===== src/rtl/fpu_arbiter.sv =====
// Two-requester round-robin front end for a fixed-latency pipelined FPU.
// Results are matched to requesters through a tag pipeline that mirrors the FPU latency.
module fpu_arbiter #(
    parameter int unsigned FPU_LAT = 4,
    parameter int unsigned MAX_OUT = 8
) (
    input  logic        clk,
    input  logic        reset,
    input  logic        req0_valid,
    output logic        req0_ready,
    input  logic [31:0] req0_A,
    input  logic [31:0] req0_B,
    input  logic [1:0]  req0_sel,
    input  logic        req1_valid,
    output logic        req1_ready,
    input  logic [31:0] req1_A,
    input  logic [31:0] req1_B,
    input  logic [1:0]  req1_sel,
    output logic        fpu_start,
    output logic [31:0] fpu_A,
    output logic [31:0] fpu_B,
    output logic [1:0]  fpu_sel,
    input  logic [31:0] fpu_Y,
    input  logic        fpu_overflow,
    input  logic        fpu_error,
    output logic        rsp0_valid,
    output logic        rsp1_valid,
    output logic [31:0] rsp_Y,
    output logic        rsp_overflow,
    output logic        rsp_error,
    output logic [3:0]  inflight,
    output logic        busy
);

    logic               last;
    logic               fpu_id;
    logic [FPU_LAT-1:0] tag_vld;
    logic [FPU_LAT-1:0] tag_id;
    logic               retire;
    logic               room;
    logic               accept;
    logic               grant_id;

    // A retiring response frees its slot in the same cycle, so a full
    // window can still take a new operation while one drains.
    assign retire     = tag_vld[FPU_LAT-1];
    assign room       = !reset && (inflight != 4'(MAX_OUT) || retire);
    assign req0_ready = room && req0_valid && (!req1_valid || last);
    assign req1_ready = room && req1_valid && (!req0_valid || !last);
    assign accept     = req0_ready || req1_ready;
    assign grant_id   = req1_ready;
    assign busy       = (inflight != 4'd0);

    always_ff @(posedge clk) begin
        if (reset) begin
            last         <= 1'b1;
            fpu_id       <= 1'b0;
            fpu_start    <= 1'b0;
            fpu_A        <= '0;
            fpu_B        <= '0;
            fpu_sel      <= '0;
            tag_vld      <= '0;
            tag_id       <= '0;
            rsp0_valid   <= 1'b0;
            rsp1_valid   <= 1'b0;
            rsp_Y        <= '0;
            rsp_overflow <= 1'b0;
            rsp_error    <= 1'b0;
            inflight     <= '0;
        end else begin
            fpu_start <= accept;
            if (accept) begin
                fpu_A   <= grant_id ? req1_A   : req0_A;
                fpu_B   <= grant_id ? req1_B   : req0_B;
                fpu_sel <= grant_id ? req1_sel : req0_sel;
                fpu_id  <= grant_id;
                last    <= grant_id;
            end
            // Tag stage 0 captures the issue strobe the FPU samples on this edge.
            tag_vld[0] <= fpu_start;
            tag_id[0]  <= fpu_id;
            for (int i = 1; i < int'(FPU_LAT); i++) begin
                tag_vld[i] <= tag_vld[i-1];
                tag_id[i]  <= tag_id[i-1];
            end
            rsp0_valid <= retire && !tag_id[FPU_LAT-1];
            rsp1_valid <= retire &&  tag_id[FPU_LAT-1];
            if (retire) begin
                rsp_Y        <= fpu_Y;
                rsp_overflow <= fpu_overflow;
                rsp_error    <= fpu_error;
            end
            inflight <= inflight + {3'd0, accept} - {3'd0, retire};
        end
    end

endmodule


===== config.mk =====
export PLATFORM = sky130hd
export DESIGN_NAME = fpu_arbiter
export DESIGN_NICKNAME = d
export VERILOG_FILES = /design/src/rtl/fpu_arbiter.sv
export SDC_FILE = /design/constraint.sdc
export NUM_CORES = 1
export LEC_CHECK = 0
export CAP_MARGIN = 10
export CORE_MARGIN = 2
export CORE_UTILIZATION = 42
export CTS_BUF_LIST = sky130_fd_sc_hd__clkbuf_2
export CTS_CLUSTER_SIZE = 10
export DETAILED_ROUTE_END_ITERATION = 10
export PLACE_DENSITY_LB_ADDON = 0.3
export SLEW_MARGIN = 25
export SYNTH_ARGS = -nofsm -noshare
export SYNTH_HDL_FRONTEND = slang
export SYNTH_SLANG_ARGS = --single-unit
export TNS_END_PERCENT = 5

===== constraint.sdc =====
create_clock -name clk -period 7.4 [get_ports clk]
set_input_delay 0.74 -clock clk [delete_from_list [all_inputs] [get_ports clk]]
set_output_delay 0.74 -clock clk [all_outputs]
set_load 0.02 [all_outputs]

Yosys cells after proc, flatten, opt, wreduce, memory -nomap -nowiden
Index checks and enable logic that the tools add are counted.
{ "totals": {"latchBits": 0, "rom_bits": 0, "wordCells": 37, "ram_bits": 0, "out_inout_bits": 110, "register_bits": 117, "memories": 0} }
{ "classes": {"shifts": 0, "eq_ne": 1, "multipliers": 0, "bitwise_logic": 0, "reduce_logical": 17, "n_addsub": 2, "n_div": 0, "mux": 3, "n_lt_le_gt_ge": 0} }
{ "ops": {"columns": ["op", "n"], "rows": [
  ["two-way mux 32 bit", 2],
  ["logical AND 1 bit", 7],
  ["logical NOT 1 bit", 5],
  ["adder 4 x 1 -> 4 bit", 1],
  ["logical OR 1 bit", 4],
  ["inequality test 4 bit, second input constant", 1],
  ["nonzero test 4 bit", 1],
  ["subtractor 4 x 1 -> 4 bit", 1],
  ["two-way mux 2 bit", 1]
]} }

Logic depth before layout (Yosys ltp)
{ "logic_depth": {"depth_word": 8, "depth_mapped": 14, "depth_no_buf": 12} }

Worst setup path after synthesis
No wires, ideal clock.
{ "synth_timing": {"kind": "input port to flip-flop", "start": "in reset", "end": "reg inflight[2]", "t_required_ns": 7.272, "cell_stages": 11, "path_buffers": 3, "slack_ns": 4.338, "arrival_time_ns": 2.934, "path_cell_list": "clkbuf_1 nor3_2 clkbuf_1 buf_1 inv_1 ha_1 inv_1 ha_1 fa_1 xnor2_1 nor2_1"} }
{ "synth_via": {"elab_chain_cells": 7} }
{ "synth_rtl": {"columns": ["element", "line", "text"], "rows": [
  ["start: declaration", "8", "input logic reset,"],
  ["logical NOT 1 bit", "47", "assign room = !reset && (inflight != 4'(MAX_OUT) || retire);"],
  ["logical AND 1 bit", "47", null],
  ["logical AND 1 bit, on equally long branches (2 in a row)", "48, 49", null],
  ["logical OR 1 bit", "50", "assign accept = req0_ready || req1_ready;"],
  ["adder 4 x 1 -> 4 bit", "93", "inflight <= inflight + {3'd0, accept} - {3'd0, retire};"],
  ["subtractor 4 x 1 -> 4 bit", "93", null],
  ["end signal: assignment", "93", null],
  ["end: declaration", "31", "output logic [3:0] inflight,"]
]} }
Several ways; a longest one is shown, not always the timed one.
A chain may end at the register's enable or synchronous reset.

Final worst setup path
{ "layout_timing": {"start": "reg tag_vld[3]", "end": "out req1_ready"} }
{ "layout_via": {"elab_chain_cells": 4} }
{ "layout_rtl": {"columns": ["element", "line", "text"], "rows": [
  ["start: declaration", "37", "logic [FPU_LAT-1:0] tag_vld;"],
  ["start signal: indexed assignment", "83", "tag_vld[i] <= tag_vld[i-1];"],
  ["logical OR 1 bit", "47", null],
  ["logical AND 1 bit", "47", null],
  ["logical AND 1 bit (2 in a row)", "49", "assign req1_ready = room && req1_valid && (!req0_valid || !last);"],
  ["end: declaration", "15", "output logic req1_ready,"]
]} }
No other way between the ends.

==> impl.org <==
** Finish
- Relative to the synthesized area, the layout overhead comes to 66.7%.
- Cells fill around 72% of the core in the end.
- Number of inserted diodes :: 0
- Post-layout nets :: about 910
- Fraction of final layout cells sized beyond drive strength 1 :: between 5 and 6%
- Excluding fillers, the count of instances in the completed layout stands at about 900.

** Place
- Pre-CTS setup slack :: between 3 and 4 ns
- At the end of routability-driven placement, the weighted congestion stood at 0.739.
- Number of placed instances, taps included :: 853
- The HPWL after detailed placement is about 10,000 um.
- During placement, the flow inserted port buffers numbering ~280.

** Worst setup path
- Top Family by Delay on Critical Path :: simple AND/OR/NAND/NOR gates
- Series of cell instances along the critical path :: nor4b_4 > or4b_4 > inv_1 > clkdlybuf4s50_1
- Worst Path Max Fanout :: 38
- FF-to-FF setup slack :: roughly 4.5 ns
- R2R Path Start :: tag_vld[3]
- Worst r2r dst :: inflight[2]
- The critical path ends at req1_ready.
- STA puts the critical path data arrival time at slightly above 3 ns.
- STA classifies the critical path endpoint as an output port.
- Counting buffers and inverters, the worst setup path is 4 cells deep.
- Worst path required time :: about 6.7 ns
- Max incr delay on CP :: ~0.80 ns
- On the critical path, the stage with the largest delay is an instance of sky130_fd_sc_hd__dfxtp_4.
- Worst setup SP type :: flip-flop
- Worst-case reg-to-reg path depth :: 10
- The critical path in this run is classified as reg -> out.
- The critical path contains buffers and inverters numbering 2 combined.
- In this run the worst setup path begins at tag_vld[3].

** Timing
- PnR worst setup slack :: between 3 and 4 ns
- Max Slew Vio Count :: 0
- Max frequency :: 265 MHz
- At the pin with the least slew margin, the transition time is 0.806 ns.
- Worst slew margin relative to its limit :: between 40% and 50%
- Post-layout min period :: around 3.8 ns
- Setup repair after global routing left no endpoint under its margin.
- After layout, the worst path uses a little over 50% of the clock period.
- Clock tree skew after final layout :: 0.0237 ns
- Setup violations remaining at the end of the flow were counted as 0.
- Number of hold-slack violations in the final timing report :: 0
- On the final layout, the worst hold slack is 0.431 ns.
- In the final timing run, aggregate negative setup slack is 0 ns.

** Global routing
- Global routing used roughly 23% of the available tracks.
- The initial antenna violation count came to 0.
- Entering global routing, the biggest net connects between 100 and 150 pins.
- The first global-routing pass estimated approximately 21,000 um of wire.
- Leftover overflow at the end of global routing :: 0
- Via count of the first global-routing pass :: 4,347

** Logic synthesis
- Count of distinct cell types in the synthesized netlist :: 25
- Post-Syn Nets :: between 600 and 700
- Commonest cells in the synthesized netlist :: sky130_fd_sc_hd__dfxtp_1 (117), sky130_fd_sc_hd__nor2_1 (104), sky130_fd_sc_hd__mux2i_1 (100)
- Area share of the largest cell type after synthesis :: about half
- In the post-synthesis netlist, the biggest area contributors are sky130_fd_sc_hd__dfxtp_1 (49%), sky130_fd_sc_hd__mux2i_1 (21%), sky130_fd_sc_hd__a211oi_1 (10%), sky130_fd_sc_hd__nor2_1 (8.2%), sky130_fd_sc_hd__clkbuf_1 (2.1%).
- The share of the Yosys chip area taken by registers is between 40% and 50%.
- Synthesis produced a netlist whose cell count is ~470.
- Counting flops and latches in the post-synthesis netlist gives approximately 120.
- Post-synth EDFFs :: 0
- Most used DFF post-synth :: sky130_fd_sc_hd__dfxtp_1
- The Yosys step of the flow raised 0 warnings.
- sky130_fd_sc_hd__dfxtp_1 is the most common cell in the netlist.
- The synthesized netlist occupies a cell area of 4740 um2.
- Asr flop ratio synth :: 0%
- Cell taking the most area after synthesis :: sky130_fd_sc_hd__dfxtp_1
- After synthesis, the mean cell area works out to just over 10 um2.

** Floorplanning
- The initialized floorplan defines 38 standard-cell rows.
- Once the floorplan was initialized, standard cells occupied between 40 and 50% of the core.
- Die Span X :: between 100 and 150 um
- I/O pin count :: 280
- Die area :: about 12,000 um2
- Core region area :: approximately 11,000 um2
- Die height :: 110 um

** Worst hold path
- The tightest min-delay check is of the reg -> reg type.
- The startpoint identified for the worst hold timing path is tag_vld[2].

** Detailed routing
- Count of antenna-violating nets left after detailed routing :: 0
- Detailed-route vias per instance :: roughly 4.9
- Drt drc :: 0
- Via count :: about 4,400
- For this block, the routed nets add up to 14,000 um of wire.
- The detailed router finished its first iteration with between 150 and 200 violations.
- After detailed routing, the average wire length per cell comes to about 16 um.
- The first detailed-routing pass took 6 iterations.

** CTS
- Counting the buffers created by CTS gives 17.
- The cell sitting at the root of the clock tree is a sky130_fd_sc_hd__clkbuf_2.
- The clock net in this run drives a total of 117 sinks.
- Clock-pin slew was measured on the worst setup and hold paths at around 0.18 ns.
- The clock passes through at most 2 buffers.
- TritonCTS clock tree :: done
- Once the clock tree was built, the setup fixing pass inserted 0 buffers.
- Max H-tree Level :: 4
- Number of gates resized after CTS :: 0
- For the worst-skew pair, the clock arrives at the later sink with an insertion delay of 0.63 ns.
- # hold bufs at CTS :: 0

** Pwr
- Internal cell power :: between 1000 and 1500 uW
- Net switching is about 30% of the power.
- Worst VDD drop :: around 0.13 mV
- In this run, the combinational gates consume between 20% and 30% of the power.
- Cell leakage power :: roughly 0.0033 uW
- Clock power share :: between 30% and 40%
- Of the total power, registers draw ~40%.
- In this run the power density over the cells is around 230 nW/um2.
- Summed over all nets, the switching power comes to roughly 540 uW.

** Outcome
- The flow ran to the end, and the final reports show no timing, DRC or antenna violations.

** Run
- Max-cap violation count :: 0
[area by class of cell]
cell class                      count  area [um2]
Clock buffer                       17        85.1
Clock inverter                     15         259
Tap cell                          140         175
Multi-Input combinational cell    302        2170
Sequential cell                   117        2350
Timing Repair Buffer              283        2820
Inverter                           11        41.3
Fill cell                         810        3040
[power groups by stage]
| stage | clock network (uW) | logic (uW) | registers, uW |
|---|---|---|---|
| floorplan | 0 | 202 | 821 |
| global placement | 0 | 529 | 746 |
| detailed placement | 0 | 540 | 750 |
| CTS | 575 | 544 | 737 |
| global route | 607 | 582 | 746 |
| finish | 563 | 537 | 736 |
[registers in the layout (all words and copies together), names as in the netlist]
register and count:
rsp_overflow 1, rsp_Y 32, fpu_A 32, fpu_B 32, fpu_id 1, rsp_error 1
fpu_sel 2, last 1, inflight 4, tag_vld 4, fpu_start 1, rsp0_valid 1
rsp1_valid 1, tag_id 4
[layout by cell type (no fill, tap or decap), types with 3 or more instances in the layout]
cell and instances:
sky130_fd_sc_hd__a211oi_1 66, sky130_fd_sc_hd__buf_4 4, sky130_fd_sc_hd__bufinv_16 7, sky130_fd_sc_hd__clkbuf_2 17, sky130_fd_sc_hd__clkdlybuf4s50_1 278, sky130_fd_sc_hd__clkinv_1 3
sky130_fd_sc_hd__dfxtp_1 116, sky130_fd_sc_hd__ha_1 6, sky130_fd_sc_hd__inv_1 11, sky130_fd_sc_hd__mux2i_1 100, sky130_fd_sc_hd__nand2_1 3, sky130_fd_sc_hd__nor2_1 104
sky130_fd_sc_hd__nor2b_1 9
[how the worst min path moves through the flow]
stage,to,slack (ns),cells past startpoint
floorplan,rsp0_valid,0.39,1
global placement,rsp0_valid,0.40,1
detailed placement,rsp0_valid,0.41,1
CTS,tag_vld[3],0.43,1
global route,fpu_id,0.45,3
finish,tag_vld[3],0.43,1
[through the flow]
step                cell area, um2  power (uW)
floorplan                     4740        1020
global placement              7550        1280
detailed placement            7550        1290
CTS                           7900        1860
global route                  7900        1940
finish                        7900        1840
[kinds of logic after synthesis]
| family | share of synthesized area, % |
|---|---|
| XOR/XNOR | 0.370 |
| buffers and inverters | 4.99 |
| AND/OR/NAND/NOR | 11.0 |
| multiplexers | 21.1 |
| adder cells (fa/ha/maj) | 2.01 |
| AO/OA/AOI/OAI | 11.1 |
| flip-flops | 49.4 |
[worst reg2reg max path, cell delays in order (launching register included)]
cell and delay (ns):
sky130_fd_sc_hd__dfxtp_4 0.80, sky130_fd_sc_hd__nor4b_4 0.15, sky130_fd_sc_hd__nor3_4 0.17, sky130_fd_sc_hd__buf_4 0.41
sky130_fd_sc_hd__inv_1 0.09, sky130_fd_sc_hd__ha_1 0.28, sky130_fd_sc_hd__inv_1 0.04, sky130_fd_sc_hd__ha_1 0.20
sky130_fd_sc_hd__fa_1 0.39, sky130_fd_sc_hd__xnor2_1 0.17, sky130_fd_sc_hd__nor2_1 0.05
[layer usage]
layer  vias to the layer above  share of wire, %  global-route usage (%)
met1                      1947                35                    22.3
met5                         -                 0                       0
met4                         0               2.6                    9.02
met2                       215                49                    39.9
li1                       2174                 -                       -
met3                        35                13                    11.5
No activity file was read; power rests on OpenSTA's default activity.
